--- src/rtl/cam_arbiter.sv ---
// cam_arbiter: two-client round-robin front end for one shared CAM
// priority-lookup unit. A request is accepted in IDLE, issued to the CAM for
// one cycle, the registered CAM result is captured, and the result is then
// held on the owning client's response channel until that client takes it.
//
// Optional build macro CAM_ARB_STATS_EN adds per-client saturating grant
// counters (grant_cnt0/grant_cnt1) with a synchronous clear input (stats_clr).
module cam_arbiter #(
  parameter int ADDR_WIDTH = 8,
  parameter int DEPTH      = (1 << ADDR_WIDTH),
  parameter int CNT_WIDTH  = 16
) (
  input  logic                  clk,
  input  logic                  rst,
  input  logic                  req0_valid,
  output logic                  req0_ready,
  input  logic [DEPTH-1:0]      req0_vec,
  input  logic                  req1_valid,
  output logic                  req1_ready,
  input  logic [DEPTH-1:0]      req1_vec,
  output logic                  resp0_valid,
  input  logic                  resp0_ready,
  output logic                  resp1_valid,
  input  logic                  resp1_ready,
  output logic                  resp_hit,
  output logic [ADDR_WIDTH-1:0] resp_addr,
  output logic                  cam_enable,
  output logic [DEPTH-1:0]      cam_data,
  input  logic                  cam_hit,
  input  logic [ADDR_WIDTH-1:0] cam_addr
`ifdef CAM_ARB_STATS_EN
  ,
  input  logic                  stats_clr,
  output logic [CNT_WIDTH-1:0]  grant_cnt0,
  output logic [CNT_WIDTH-1:0]  grant_cnt1
`endif
);

  typedef enum logic [1:0] {
    IDLE    = 2'd0,
    ISSUE   = 2'd1,
    CAPTURE = 2'd2,
    RESP    = 2'd3
  } state_t;

  state_t state;
  state_t state_nxt;

  // owner: client whose lookup is in flight; last_grant: 1 means client 1
  // was granted most recently, so client 0 wins the next contention.
  logic owner;
  logic last_grant;
  logic grant0;
  logic grant1;
  logic hs0;
  logic hs1;
  logic resp_take;

  // Round-robin grant from the live valids; only meaningful in IDLE.
  always_comb begin
    grant0 = req0_valid && (!req1_valid || last_grant);
    grant1 = req1_valid && (!req0_valid || !last_grant);
  end

  assign hs0       = req0_valid && req0_ready;
  assign hs1       = req1_valid && req1_ready;
  assign resp_take = owner ? resp1_ready : resp0_ready;

  // State register.
  always_ff @(posedge clk) begin
    if (rst) begin
      state <= IDLE;
    end else begin
      state <= state_nxt;
    end
  end

  // Next-state logic: one lookup in flight at a time, fixed ISSUE/CAPTURE timing.
  always_comb begin
    state_nxt = state;
    case (state)
      IDLE: begin
        if (hs0 || hs1) begin
          state_nxt = ISSUE;
        end
      end
      ISSUE:   state_nxt = CAPTURE;
      CAPTURE: state_nxt = RESP;
      RESP: begin
        if (resp_take) begin
          state_nxt = IDLE;
        end
      end
      default: state_nxt = IDLE;
    endcase
  end

  // Output decode: handshake readies, CAM strobe and owner-steered response valid.
  always_comb begin
    req0_ready  = 1'b0;
    req1_ready  = 1'b0;
    cam_enable  = 1'b0;
    resp0_valid = 1'b0;
    resp1_valid = 1'b0;
    case (state)
      IDLE: begin
        req0_ready = grant0;
        req1_ready = grant1;
      end
      ISSUE: begin
        cam_enable = 1'b1;
      end
      RESP: begin
        resp0_valid = !owner;
        resp1_valid = owner;
      end
      default: begin
      end
    endcase
  end

  // Request capture: latch the winning vector, its owner and the round-robin pointer.
  always_ff @(posedge clk) begin
    if (rst) begin
      cam_data   <= '0;
      owner      <= 1'b0;
      last_grant <= 1'b1;
    end else if (state == IDLE) begin
      if (hs0) begin
        cam_data   <= req0_vec;
        owner      <= 1'b0;
        last_grant <= 1'b0;
      end else if (hs1) begin
        cam_data   <= req1_vec;
        owner      <= 1'b1;
        last_grant <= 1'b1;
      end
    end
  end

  // Result capture: the CAM output is only valid in the cycle after ISSUE,
  // so it is sampled once in CAPTURE and held for the whole response phase.
  always_ff @(posedge clk) begin
    if (rst) begin
      resp_hit  <= 1'b0;
      resp_addr <= '0;
    end else if (state == CAPTURE) begin
      resp_hit  <= cam_hit;
      resp_addr <= cam_addr;
    end
  end

`ifdef CAM_ARB_STATS_EN
  function automatic logic [CNT_WIDTH-1:0] sat_inc(input logic [CNT_WIDTH-1:0] v);
    return (&v) ? v : v + 1'b1;
  endfunction

  // Grant counters: clear wins over a same-cycle increment; saturate at all-ones.
  always_ff @(posedge clk) begin
    if (rst || stats_clr) begin
      grant_cnt0 <= '0;
      grant_cnt1 <= '0;
    end else begin
      if (hs0) begin
        grant_cnt0 <= sat_inc(grant_cnt0);
      end
      if (hs1) begin
        grant_cnt1 <= sat_inc(grant_cnt1);
      end
    end
  end
`else
  // Counter width is only consumed by the statistics build.
  logic [CNT_WIDTH-1:0] stats_unused;
  assign stats_unused = '0;
`endif

endmodule
--- config.mk ---
export PLATFORM = sky130hd
export DESIGN_NAME = cam_arbiter
export DESIGN_NICKNAME = d
export VERILOG_FILES = /design/src/rtl/cam_arbiter.sv
export SDC_FILE = /design/constraint.sdc
export NUM_CORES = 1
export LEC_CHECK = 0
export BUFFER_PORTS_ARGS = -buffer_cell sky130_fd_sc_hd__buf_2
export CAP_MARGIN = 25
export CORE_AREA = 8 8 305 307
export CTS_BUF_LIST = sky130_fd_sc_hd__clkbuf_8 sky130_fd_sc_hd__clkbuf_16
export CTS_CLUSTER_DIAMETER = 30
export DETAILED_ROUTE_END_ITERATION = 8
export DIE_AREA = 0 0 313 315
export PLACE_DENSITY = 0.35
export SLEW_MARGIN = 15
export SYNTH_ARGS = -nofsm -noshare
export SYNTH_HDL_FRONTEND = slang
export SYNTH_SLANG_ARGS = --single-unit
--- constraint.sdc ---
create_clock -name clk -period 1.8 [get_ports clk]
set_clock_uncertainty 0.1 [all_clocks]
set_input_delay 0.18 -clock clk [delete_from_list [all_inputs] [get_ports clk]]
set_output_delay 0.18 -clock clk [all_outputs]
set_load 0.02 [all_outputs]
==> impl_results.md, run 1 <==
- Slew HR: 0.6810
- Critical Path Source Type: register
- Fmax achieved: ~490 MHz
- Clock sinks: 269
- Wire length of the first global-routing pass: 123400 microns
- Violation count after the first detailed-route iteration: approximately 1100
- Sequential area share after synthesis: 0.4312
- Minimum setup slack in the final design: -0.2613 ns
- Worst-path fanout max: 5
- Cell area power density: roughly 1800 mW/mm^2
- Peak supply drop: 0.0007765 V
- Die area: around 0.099 sq mm
- FF-to-FF Start: state[0]$_SDFFE_PP0P_
- Post-layout minimum cycle time: 2.061 ns
- Kind of critical path: reg -> reg
- Total count of hold-check failures in the final report: 0
- Critical Path Sink Type: register
- Count of distinct cell types in the synthesized netlist: 26
- Die H: 315 microns
- TritonCTS clock tree: built
- Post-route core utilization: 0.3449
- Wirelength, routed: 88160 microns
- Synth Net Count: 2075
- HPWL Detailed: 59440 microns
- Gpl congestion: 0.8314
- Length of the first detailed-routing pass in iterations: 6
- Routed wire per std cell: between 20 and 25 microns
- Initial cell density of the core: 0.1420
- Data required time at the worst endpoint: 2.23 ns
- Final worst path period share: 1.145
- Number of antenna violations at the first check in global routing: 4
- Synthesized area per cell: slightly above 8 sq um
- Vias in the first global route: 20020
- Final worst hold slack: approximately 0.061 ns
- Clk Tree Root Cell: clkbuf_16
- Actual slew at the worst max-slew pin: roughly 0.47 ns
- Clock latency on the worst-skew pair: just over 0.6 ns
- Rows: about 110
- Final nets: 3518
- Status: finished, violations left
- Number of endpoints failing setup at the final stage: approximately 260
- Total Routing Usage GR: 0.1588
- Max-cap check violation count: 0
- Number of nets still failing antenna checks after routing: 0
- Max clock buf depth: 3
- Internal reg-to-reg setup slack: -0.26 ns
- Arrival time reported for the critical path endpoint: ~2.5 ns
- Count of pins on the block boundary: ~800
- Most frequent cells in the layout: buf_2, dlygate4sd3_1, dfxtp_1, nand3_1, o21ai_0
- Number of warnings printed during yosys synthesis: 0
- Fraction of layout instances using a drive strength above 1: 0.4627
- Number of vias per cell: ~4.5
- Most frequent standard cell in the layout excluding fill and tap cells: buf_2
- Die X-Extent: about 310 microns
- Reg2reg end: cam_data[117]$_SDFFE_PP0P_
- Cell count after synthesis: roughly 1500
- Maximum number of pins on one net before global-route repair: 55
- Final Max Slew Viols: 0
- Vias: 19128
- Type of the worst min-delay path: in -> reg
- Post-synthesis register bit count: ~270
- Core Area: 0.08797 sq mm
- Path depth of the worst reg2reg path: 11
- Inserted Clock Buffers: 95
- Static leakage power: approximately 0.013 uW
- Unrepaired setup endpoints after global routing: true
- Area added between synthesis and finish: 142.9%
- Number of buffer cells added on primary ports: between 700 and 800
- Min-Delay Startpoint: resp0_ready
- Clock transition time at the flip-flop clock pins of the worst setup and hold paths: 0.04 ns
- Count of cells along the worst hold path: 4
- Timing startpoint of the critical path: state[0]$_SDFFE_PP0P_
- H-tree lvl count: 3
- Violated checks: negative setup slack
- Cell area after technology mapping: roughly 0.012 sq mm
- # DRC: 0
- Worst-case hold path end point: state[0]$_SDFFE_PP0P_
- Gr ovfl total: 0
[metal layers]
layer,GRT usage,part of all wire,vias up
met2,0.2811,0.51,952
met5,0,0.00048,-
met1,0.1768,0.38,9187
li1,-,-,8759
met3,0.04433,0.071,224
met4,0.07035,0.041,6
[worst max-delay path: stages (launching register included)]
cell and delay [ns]:
dfxtp_2 0.33, inv_2 0.05, ha_4 0.16, buf_12 0.12, buf_8 0.11, buf_6 0.10
o21a_4 0.14, buf_12 0.14, buf_8 0.13, clkbuf_16 0.17, clkbuf_16 0.18, a311oi_2 0.20
[area by class of cell]
type	count	area, sq um
Antenna cell	2	5.005
Inverter	2	7.507
Clock inverter	56	625.6
Clock buffer	115	2675
Sequential cell	269	5388
Tap cell	1165	1458
Fill cell	9000	57630
Timing Repair Buffer	1547	12690
Multi-Input combinational cell	1071	7486
[Yosys cell counts (all sizes together)]
library cell,count,share of area
a311oi,256,0.18
o21a,1,0.00060
a211o,1,0.00070
and2,2,0.0010
inv,2,0.00060
a21oi,1,0.00040
mux2i,12,0.0096
nand2b,4,0.0020
buf,106,0.050
nand2,3,0.0011
a22oi,1,0.00060
nor2,268,0.081
clkbuf,95,0.029
o21bai,1,0.00060
nor2b,1,0.00050
a32oi,1,0.00070
o21ai,257,0.10
dfxtp,269,0.43
ha,5,0.0050
and2b,1,0.00070
nand3,256,0.10
[power breakdown]
| group | internal (uW) | switching (uW) | total (uW) |
|---|---|---|---|
| registers | 8080 | 1470 | 9550 |
| clock network | 12300 | 4570 | 16900 |
| logic | 12400 | 14400 | 26800 |
| total | 32800 | 20400 | 53200 |
[cells by family (layout without fill, tap and decap cells)]
group / count (synthesis) / count (layout) / synth area share
simple gates: 535 / 535 / 0.1884
compound gates: 519 / 519 / 0.2861
flops: 269 / 269 / 0.4312
buf+inv: 203 / 1720 / 0.07964
mux: 12 / 12 / 0.009618
fa+ha+maj: 5 / 5 / 0.005009
other cells: 0 / 2 / 0
[flip-flops by register name (all words and copies together), names as in the netlist]
register	flops
cam_data	256
resp_addr	8
state	2
last_grant	1
owner	1
resp_hit	1
[how the worst max path moves through the flow]
stage                                       to  slack, ns  cells after the start
finish              cam_data[117]$_SDFFE_PP0P_      -0.26                     11
global route        cam_data[236]$_SDFFE_PP0P_      -0.35                     12
CTS                                 req0_ready      -0.31                      8
detailed placement  cam_data[183]$_SDFFE_PP0P_      -0.16                      8
global placement    cam_data[183]$_SDFFE_PP0P_      -0.13                      8
floorplan           cam_data[219]$_SDFFE_PP0P_       0.02                      7
[metrics by stage]
stage	setup TNS, ns	std cells	cell area [sq um]	power [uW]	setup slack (ns)
floorplan	0	1543	12490	19310	0.01912
global placement	-9.905	3448	18510	26680	-0.1304
detailed placement	-9.105	3448	18510	26740	-0.1562
CTS	-49.81	4181	28250	48260	-0.3074
global route	-63.05	4226	30340	55830	-0.3469
finish	-44.77	4227	30340	53210	-0.2613
[timing repair]
action | CTS | global route
hold buffers | 525 | 0
cloned | 17 | 34
setup buffers | 20 | 19
resized for setup | 118 | 300
setup endpoints to repair | 242 | 261
pin swaps | 54 | 112
hold endpoints to repair | 267 | 0
(Power assumes the default switching activity.)
==> inputs of run 2 (changes only) <==
Settings changed: CORE_AREA 8 8 305 307 to 8 8 302 304, CTS_BUF_LIST sky130_fd_sc_hd__clkbuf_8 sky130_fd_sc_hd__clkbuf_16 to sky130_fd_sc_hd__clkbuf_8, DIE_AREA 0 0 313 315 to 0 0 310 312.
==> run 2 against run 1 <==
Against the previous run:
- the flow still finishes with violations (negative setup slack)
- final area grew 5.7%
- hold slack gained 0.063 ns
- die area shrank 1.9%
- core utilization grew 2.7 points
- critical path type is now reg -> out
- highest routed layer unchanged
==> impl_results.md, run 2 (synthesis results as in run 1) <==
- Status: finished, violations left
- Violated checks: negative setup slack
- Worst-path fanout max: 3 (-2)
- Unrepaired setup endpoints after global routing: true
- Register containing the most flip-flops in the final layout: cam_data
- Final worst path period share: 1.159 (+0.01414)
- Routed wire per std cell: 21.85 microns (+4.8%)
- Post-layout minimum cycle time: 2.087 ns (+0.02545 ns)
- Final Max Slew Viols: 0 (unchanged)
- Largest regs: cam_data (256), resp_addr (8), state (2)
- Clock latency on the worst-skew pair: 0.66 ns (+0.04 ns)
- HPWL Detailed: 57140 microns (-3.9%)
- Critical Path Source Type: register
- Count of pins on the block boundary: 797 (unchanged)
- Die H: 312 microns (-0.95%)
- Most frequent cells in the layout: buf_2, dlygate4sd3_1, dfxtp_1, o21ai_0, nand3_1
- TritonCTS clock tree: built
- Fmax achieved: 479.2 MHz (-1.2%)
- Wirelength, routed: 94270 microns (+6.9%)
- Inserted Clock Buffers: 93 (-2.1%)
- Wire length of the first global-routing pass: 133200 microns (+8.0%)
- Initial cell density of the core: 0.1449 (+0.002887)
- Gr ovfl total: 0 (unchanged)
- Static leakage power: 0.01354 uW (+3.7%)
- Violation count after the first detailed-route iteration: 1242 (+11%)
- Arrival time reported for the critical path endpoint: 1.81 ns (-0.68 ns)
- Total Routing Usage GR: 0.1781 (+0.01927)
- Clk Tree Root Cell: clkbuf_8
- Core Area: 0.08621 sq mm (-2.0%)
- Total Power Consumption: 52650 uW (-1.0%)
- Critical Path Sink Type: output pin
- Peak supply drop: 0.0008569 V (+10%)
- Number of vias per cell: 4.608 (+1.8%)
- Finished Layout Cells: 4314 (+2.1%)
- Kind of critical path: reg -> out
- Data required time at the worst endpoint: 1.52 ns (-0.71 ns)
- Fraction of layout instances using a drive strength above 1: 0.5394 (+0.07669)
- Cell area power density: 1641 mW/mm^2 (-6.4%)
- Number of endpoints failing setup at the final stage: 260 (-0.38%)
- Number of antenna violations at the first check in global routing: 7 (+3)
- Pre-CTS WS: -0.08539 ns (+0.07080 ns)
- Clock sinks: 269 (unchanged)
- Total count of hold-check failures in the final report: 0 (unchanged)
- Number of nets still failing antenna checks after routing: 0 (unchanged)
- Most frequent standard cell in the layout excluding fill and tap cells: buf_2
- Die area: 0.09672 sq mm (-1.9%)
- Vias: 19881 (+3.9%)
- Type of the worst min-delay path: in -> reg
- Vias in the first global route: 21365 (+6.7%)
- Setup_tns: -33.02 ns (+11.75 ns)
- Length of the first detailed-routing pass in iterations: 5 (-1)
- Slew HR: 0.6410 (-0.04004)
- Minimum setup slack in the final design: -0.2867 ns (-0.02545 ns)
- H-tree lvl count: 3 (unchanged)
- Final nets: 3610 (+2.6%)
- Placed cell count: 3448 (unchanged)
- Actual slew at the worst max-slew pin: 0.5385 ns (+0.06506 ns)
- Number of buffer cells added on primary ports: 796 (unchanged)
- Max clock buf depth: 3 (unchanged)
- Gpl congestion: 0.8673 (+4.3%)
- Largest register FFs: 256 (unchanged)
- Clock transition time at the flip-flop clock pins of the worst setup and hold paths: 0.05 ns (about the same)
- # DRC: 0 (unchanged)
- Rows: 108 (-0.92%)
- Filler cell count: 8521 (-5.3%)
- Die X-Extent: 310 microns (-0.96%)
- Maximum number of pins on one net before global-route repair: 47 (-15%)
- Max-cap check violation count: 0 (unchanged)
- Area added between synthesis and finish: 156.8%
[run 2: cell types whose count changed in the layout (fill, tap and decap cells not counted), sizes merged, moves of 4 or more]
| cell | delta |
|---|---|
| clkbuf | -8 |
| bufinv | -14 |
| buf | +103 |
| clkinv | +5 |
| inv | +5 |
| bufbuf | +4 |
[run 2: what timing repair did]
| item | in CTS | in global routing |
|---|---|---|
| gates resized for setup | 404 | 429 |
| gates cloned | 77 | 12 |
| pin swaps | 146 | 170 |
| hold buffers | 527 | 0 |
| endpoints found under the hold margin | 269 | 0 |
| setup endpoints to repair | 241 | 261 |
| setup buffers | 74 | 41 |
[run 2: final timing paths]
path | endpoint | cells past startpoint | from | slack [ns]
setup / recovery | req0_ready | 8 | state[0]$_SDFFE_PP0P_ | -0.29
hold / removal | last_grant$_SDFFE_PP1P_ | 5 | req0_valid | 0.12
setup reg to reg | cam_data[184]$_SDFFE_PP0P_ | 13 | state[0]$_SDFFE_PP0P_ | -0.26
hold reg to reg | cam_data[150]$_SDFFE_PP0P_ | 2 | cam_data[150]$_SDFFE_PP0P_ | 0.38
[run 2: layer usage]
layer / share of wire / GRT usage
met5: 0.00036 / 0
met4: 0.049 / 0.08606
met3: 0.067 / 0.04240
met2: 0.50 / 0.3133
met1: 0.39 / 0.2001
[run 2: power breakdown]
| part | switching, uW | internal [uW] |
|---|---|---|
| Sequential | 1700 | 8080 |
| Combinational | 16700 | 16300 |
| Clock | 3800 | 6040 |
[run 2: area by class of cell]
| cell class | instances | area [sq um] | area share |
|---|---|---|---|
| tap | 1155 | 1445 | 0.04505 |
| timing repair buffer | 1641 | 14650 | 0.4567 |
| clock buffer | 122 | 1679 | 0.05235 |
| clock inverter | 52 | 264.0 | 0.008231 |
| sequential | 269 | 5390 | 0.1680 |
| inverter | 2 | 7.507 | 0.0002340 |
| multi-input combinational | 1071 | 8635 | 0.2692 |
| antenna | 2 | 5.005 | 0.0001560 |
[run 2: metrics by stage]
step                      hold slack (ns)  utilization  instance area, sq um
final                              0.1241       0.3721                 32080
after global routing              0.05884       0.3721                 32080
after CTS                         0.02275       0.3537                 30500
after detailed placement           0.3261       0.2159                 18610
after global placement             0.3162       0.2159                 18610
after floorplan                    0.2276            -                 12490
[run 2: critical path: stages (launching register included)]
cell	delay [ns]
dfxtp_2	0.32
inv_2	0.08
ha_4	0.15
buf_12	0.11
nand2_8	0.05
buf_12	0.13
buf_8	0.11
nor2_4	0.08
buf_6	0.12
==> inputs of run 3 (changes only) <==
Settings changed: SKIP_LAST_GASP set to 1.
==> run 3 against run 2 <==
Against the previous run:
- the run still ends with negative setup slack left
- register-to-register slack about the same
- non-clock buffer count increased by 4
- first-iteration DRC count decreased by 2.0%
- critical endpoint unchanged
- highest routed layer unchanged
==> impl_results.md, run 3 (synthesis results as in run 1) <==
- Status: finished, violations left
- Violated checks: negative setup slack
- Number of nets still failing antenna checks after routing: 0 (unchanged)
- Clock network power share: 0.188 (about the same)
- Max-cap check violation count: 0 (unchanged)
- GR met2 Demand/Resource: 0.3114 (-0.001906)
- Largest regs: cam_data (256), resp_addr (8), state (2)
- Slew HR: 0.6293 (-0.01165)
- Actual slew at the worst max-slew pin: 0.5560 ns (+0.01748 ns)
- Peak supply drop: 0.0008650 V (+0.95%)
- Die H: 312 microns (unchanged)
- GR met3 Demand/Resource: 0.04321 (+0.0008114)
- Final worst path period share: 1.171 (+0.01158)
- Switching portion of total power: 0.4203 (-0.001687)
- Placed Instance Area: 0.01861 sq mm (unchanged)
- Type of the worst min-delay path: in -> reg
- Clock sinks: 269 (unchanged)
- Clock transition time at the flip-flop clock pins of the worst setup and hold paths: 0.05 ns (about the same)
- Filler cell count: 8547 (+0.31%)
- Post-layout minimum cycle time: 2.108 ns (+0.02084 ns)
- Number of antenna violations at the first check in global routing: 7 (unchanged)
- Crit path max-delay cell type: dfxtp_2
- Critical Path Source Type: register
- Rows: 108 (unchanged)
- Setup_tns: -34.77 ns (-1.748 ns)
- Internal power: 30390 uW (-0.16%)
- Gr ovfl total: 0 (unchanged)
- Initial cell density of the core: 0.1449 (unchanged)
- Largest register FFs: 256 (unchanged)
- Cell area power density: 1641 mW/mm^2 (about the same)
- Arrival time reported for the critical path endpoint: 1.83 ns (+0.02 ns)
- Cell-by-cell trace of the critical path: inv_2 > ha_4 > buf_12 > nand2_8 > buf_12 > buf_8 > nor2_4 > buf_6
- H-tree lvl count: 3 (unchanged)
- Critical Path Sink Type: output pin
- Die area: 0.09672 sq mm (unchanged)
- Gpl congestion: 0.8673 (unchanged)
- CP peak stage delay: 0.32 ns (about the same)
- Wirelength, routed: 94160 microns (-0.12%)
- Part of the power in registers: 0.186 (about the same)
- HPWL Detailed: 57140 microns (unchanged)
- Length of the first detailed-routing pass in iterations: 5 (unchanged)
- Met1 routing resource usage after global routing: 0.1997 (-0.0003683)
- Unrepaired setup endpoints after global routing: true
- Clk Tree Root Cell: clkbuf_8
- Area added between synthesis and finish: 155.7%
- Count of pins on the block boundary: 797 (unchanged)
- Most Frequent Cell on Critical Path: buf_12
- Number of endpoints failing setup at the final stage: 255 (-1.9%)
- Number of buffer cells added on primary ports: 796 (unchanged)
- Final Max Slew Viols: 0 (unchanged)
- Final nets: 3614 (+0.11%)
- Vias in the first global route: 21268 (-0.45%)
- Maximum number of pins on one net before global-route repair: 47 (unchanged)
- Most frequent cells in the layout: buf_2, dlygate4sd3_1, dfxtp_1, o21ai_0, nand3_1
- Total Routing Usage GR: 0.1777 (-0.0004248)
- Register containing the most flip-flops in the final layout: cam_data
- Die X-Extent: 310 microns (unchanged)
- Inserted Clock Buffers: 93 (unchanged)
- Total count of hold-check failures in the final report: 0 (unchanged)
- Non-Filler Cell Area, Final: 0.03194 sq mm (-0.42%)
- Number of vias per cell: 4.616 (+0.16%)
- Clock latency on the worst-skew pair: 0.66 ns (about the same)
- TritonCTS clock tree: built
- Wire length of the first global-routing pass: 132800 microns (-0.30%)
- Fraction of layout instances using a drive strength above 1: 0.5315 (-0.007959)
- Static leakage power: 0.01354 uW (about the same)
- Core Area: 0.08621 sq mm (unchanged)
- Data required time at the worst endpoint: 1.52 ns (about the same)
- Minimum setup slack in the final design: -0.3076 ns (-0.02084 ns)
- Final worst hold slack: 0.1193 ns (-0.004857 ns)
- Fmax achieved: 474.5 MHz (-0.99%)
- Max clock buf depth: 3 (unchanged)
- Post-route core utilization: 0.3705 (-0.001568)
- Worst-path fanout max: 3 (unchanged)
- Most frequent standard cell in the layout excluding fill and tap cells: buf_2
- Kind of critical path: reg -> out
- # DRC: 0 (unchanged)
- Net switching power of the design: 22030 uW (-0.84%)
- Routed wire per std cell: 21.80 microns (-0.24%)
- Grt peak-use layer: met2
- Violation count after the first detailed-route iteration: 1217 (-2.0%)
- Vias: 19936 (+0.28%)
- Gate power share: 0.626 (about the same)
[run 3: cell types whose count changed in the layout (fill, tap and decap cells not counted), sizes merged]
| cell | delta |
|---|---|
| buf | +3 |
| bufbuf | +2 |
| clkbuf | -1 |
| diode | +1 |
[run 3: power groups by stage]
stage / combinational, uW / clock, uW / sequential [uW]
floorplan: 7760 / 0 / 11600
global placement: 17400 / 0 / 9360
detailed placement: 17400 / 0 / 9350
CTS: 30300 / 10100 / 9370
global route: 34600 / 10500 / 9940
finish: 32800 / 9830 / 9750
[run 3: critical path: cells and delay by family, from the launching register on]
family	cells	cell delay, ns
flops	1	0.32
buf+inv	5	0.56
fa+ha+maj	1	0.15
simple gates	2	0.14
[run 3: metal layers]
layer	vias up	wire length, microns
li1	8986	-
met1	9673	35910
met2	999	46560
met3	272	6827
met4	6	4832
met5	-	32
[run 3: area by class of cell]
class | instances | area (sq um) | share of cell area
clock buffer | 122 | 1679 | 0.05257
timing repair buffer | 1645 | 14660 | 0.4590
inverter | 2 | 7.507 | 0.0002350
tap | 1155 | 1445 | 0.04524
multi-input combinational | 1071 | 8486 | 0.2657
antenna | 3 | 7.507 | 0.0002350
clock inverter | 52 | 264.0 | 0.008265
sequential | 269 | 5390 | 0.1688
[run 3: repair_timing]
item | in CTS | in global routing
gates resized for setup | 355 | 429
endpoints found under the setup margin | 241 | 261
pin swaps | 113 | 187
cloned | 77 | 11
endpoints found under the hold margin | 269 | 0
setup buffers | 74 | 47
hold buffers | 527 | 0
[run 3: worst paths after layout]
check                   startpoint                         to  slack [ns]  depth (start not counted)
min                     req0_valid    last_grant$_SDFFE_PP1P_        0.12                          5
min reg2reg  resp_hit$_SDFFE_PP0P_      resp_hit$_SDFFE_PP0P_        0.39                          2
max reg2reg  state[0]$_SDFFE_PP0P_  cam_data[49]$_SDFFE_PP0P_       -0.25                          9
max          state[0]$_SDFFE_PP0P_                 req0_ready       -0.31                          8
[run 3: through the flow]
stage / worst slack (ns) / std cells / power (uW)
finish: -0.3076 / 4319 / 52420
global route: -0.4182 / 4318 / 55040
CTS: -0.3661 / 4298 / 49820
detailed placement: -0.08539 / 3448 / 26790
global placement: -0.1184 / 3448 / 26740
floorplan: 0.01912 / 1543 / 19310
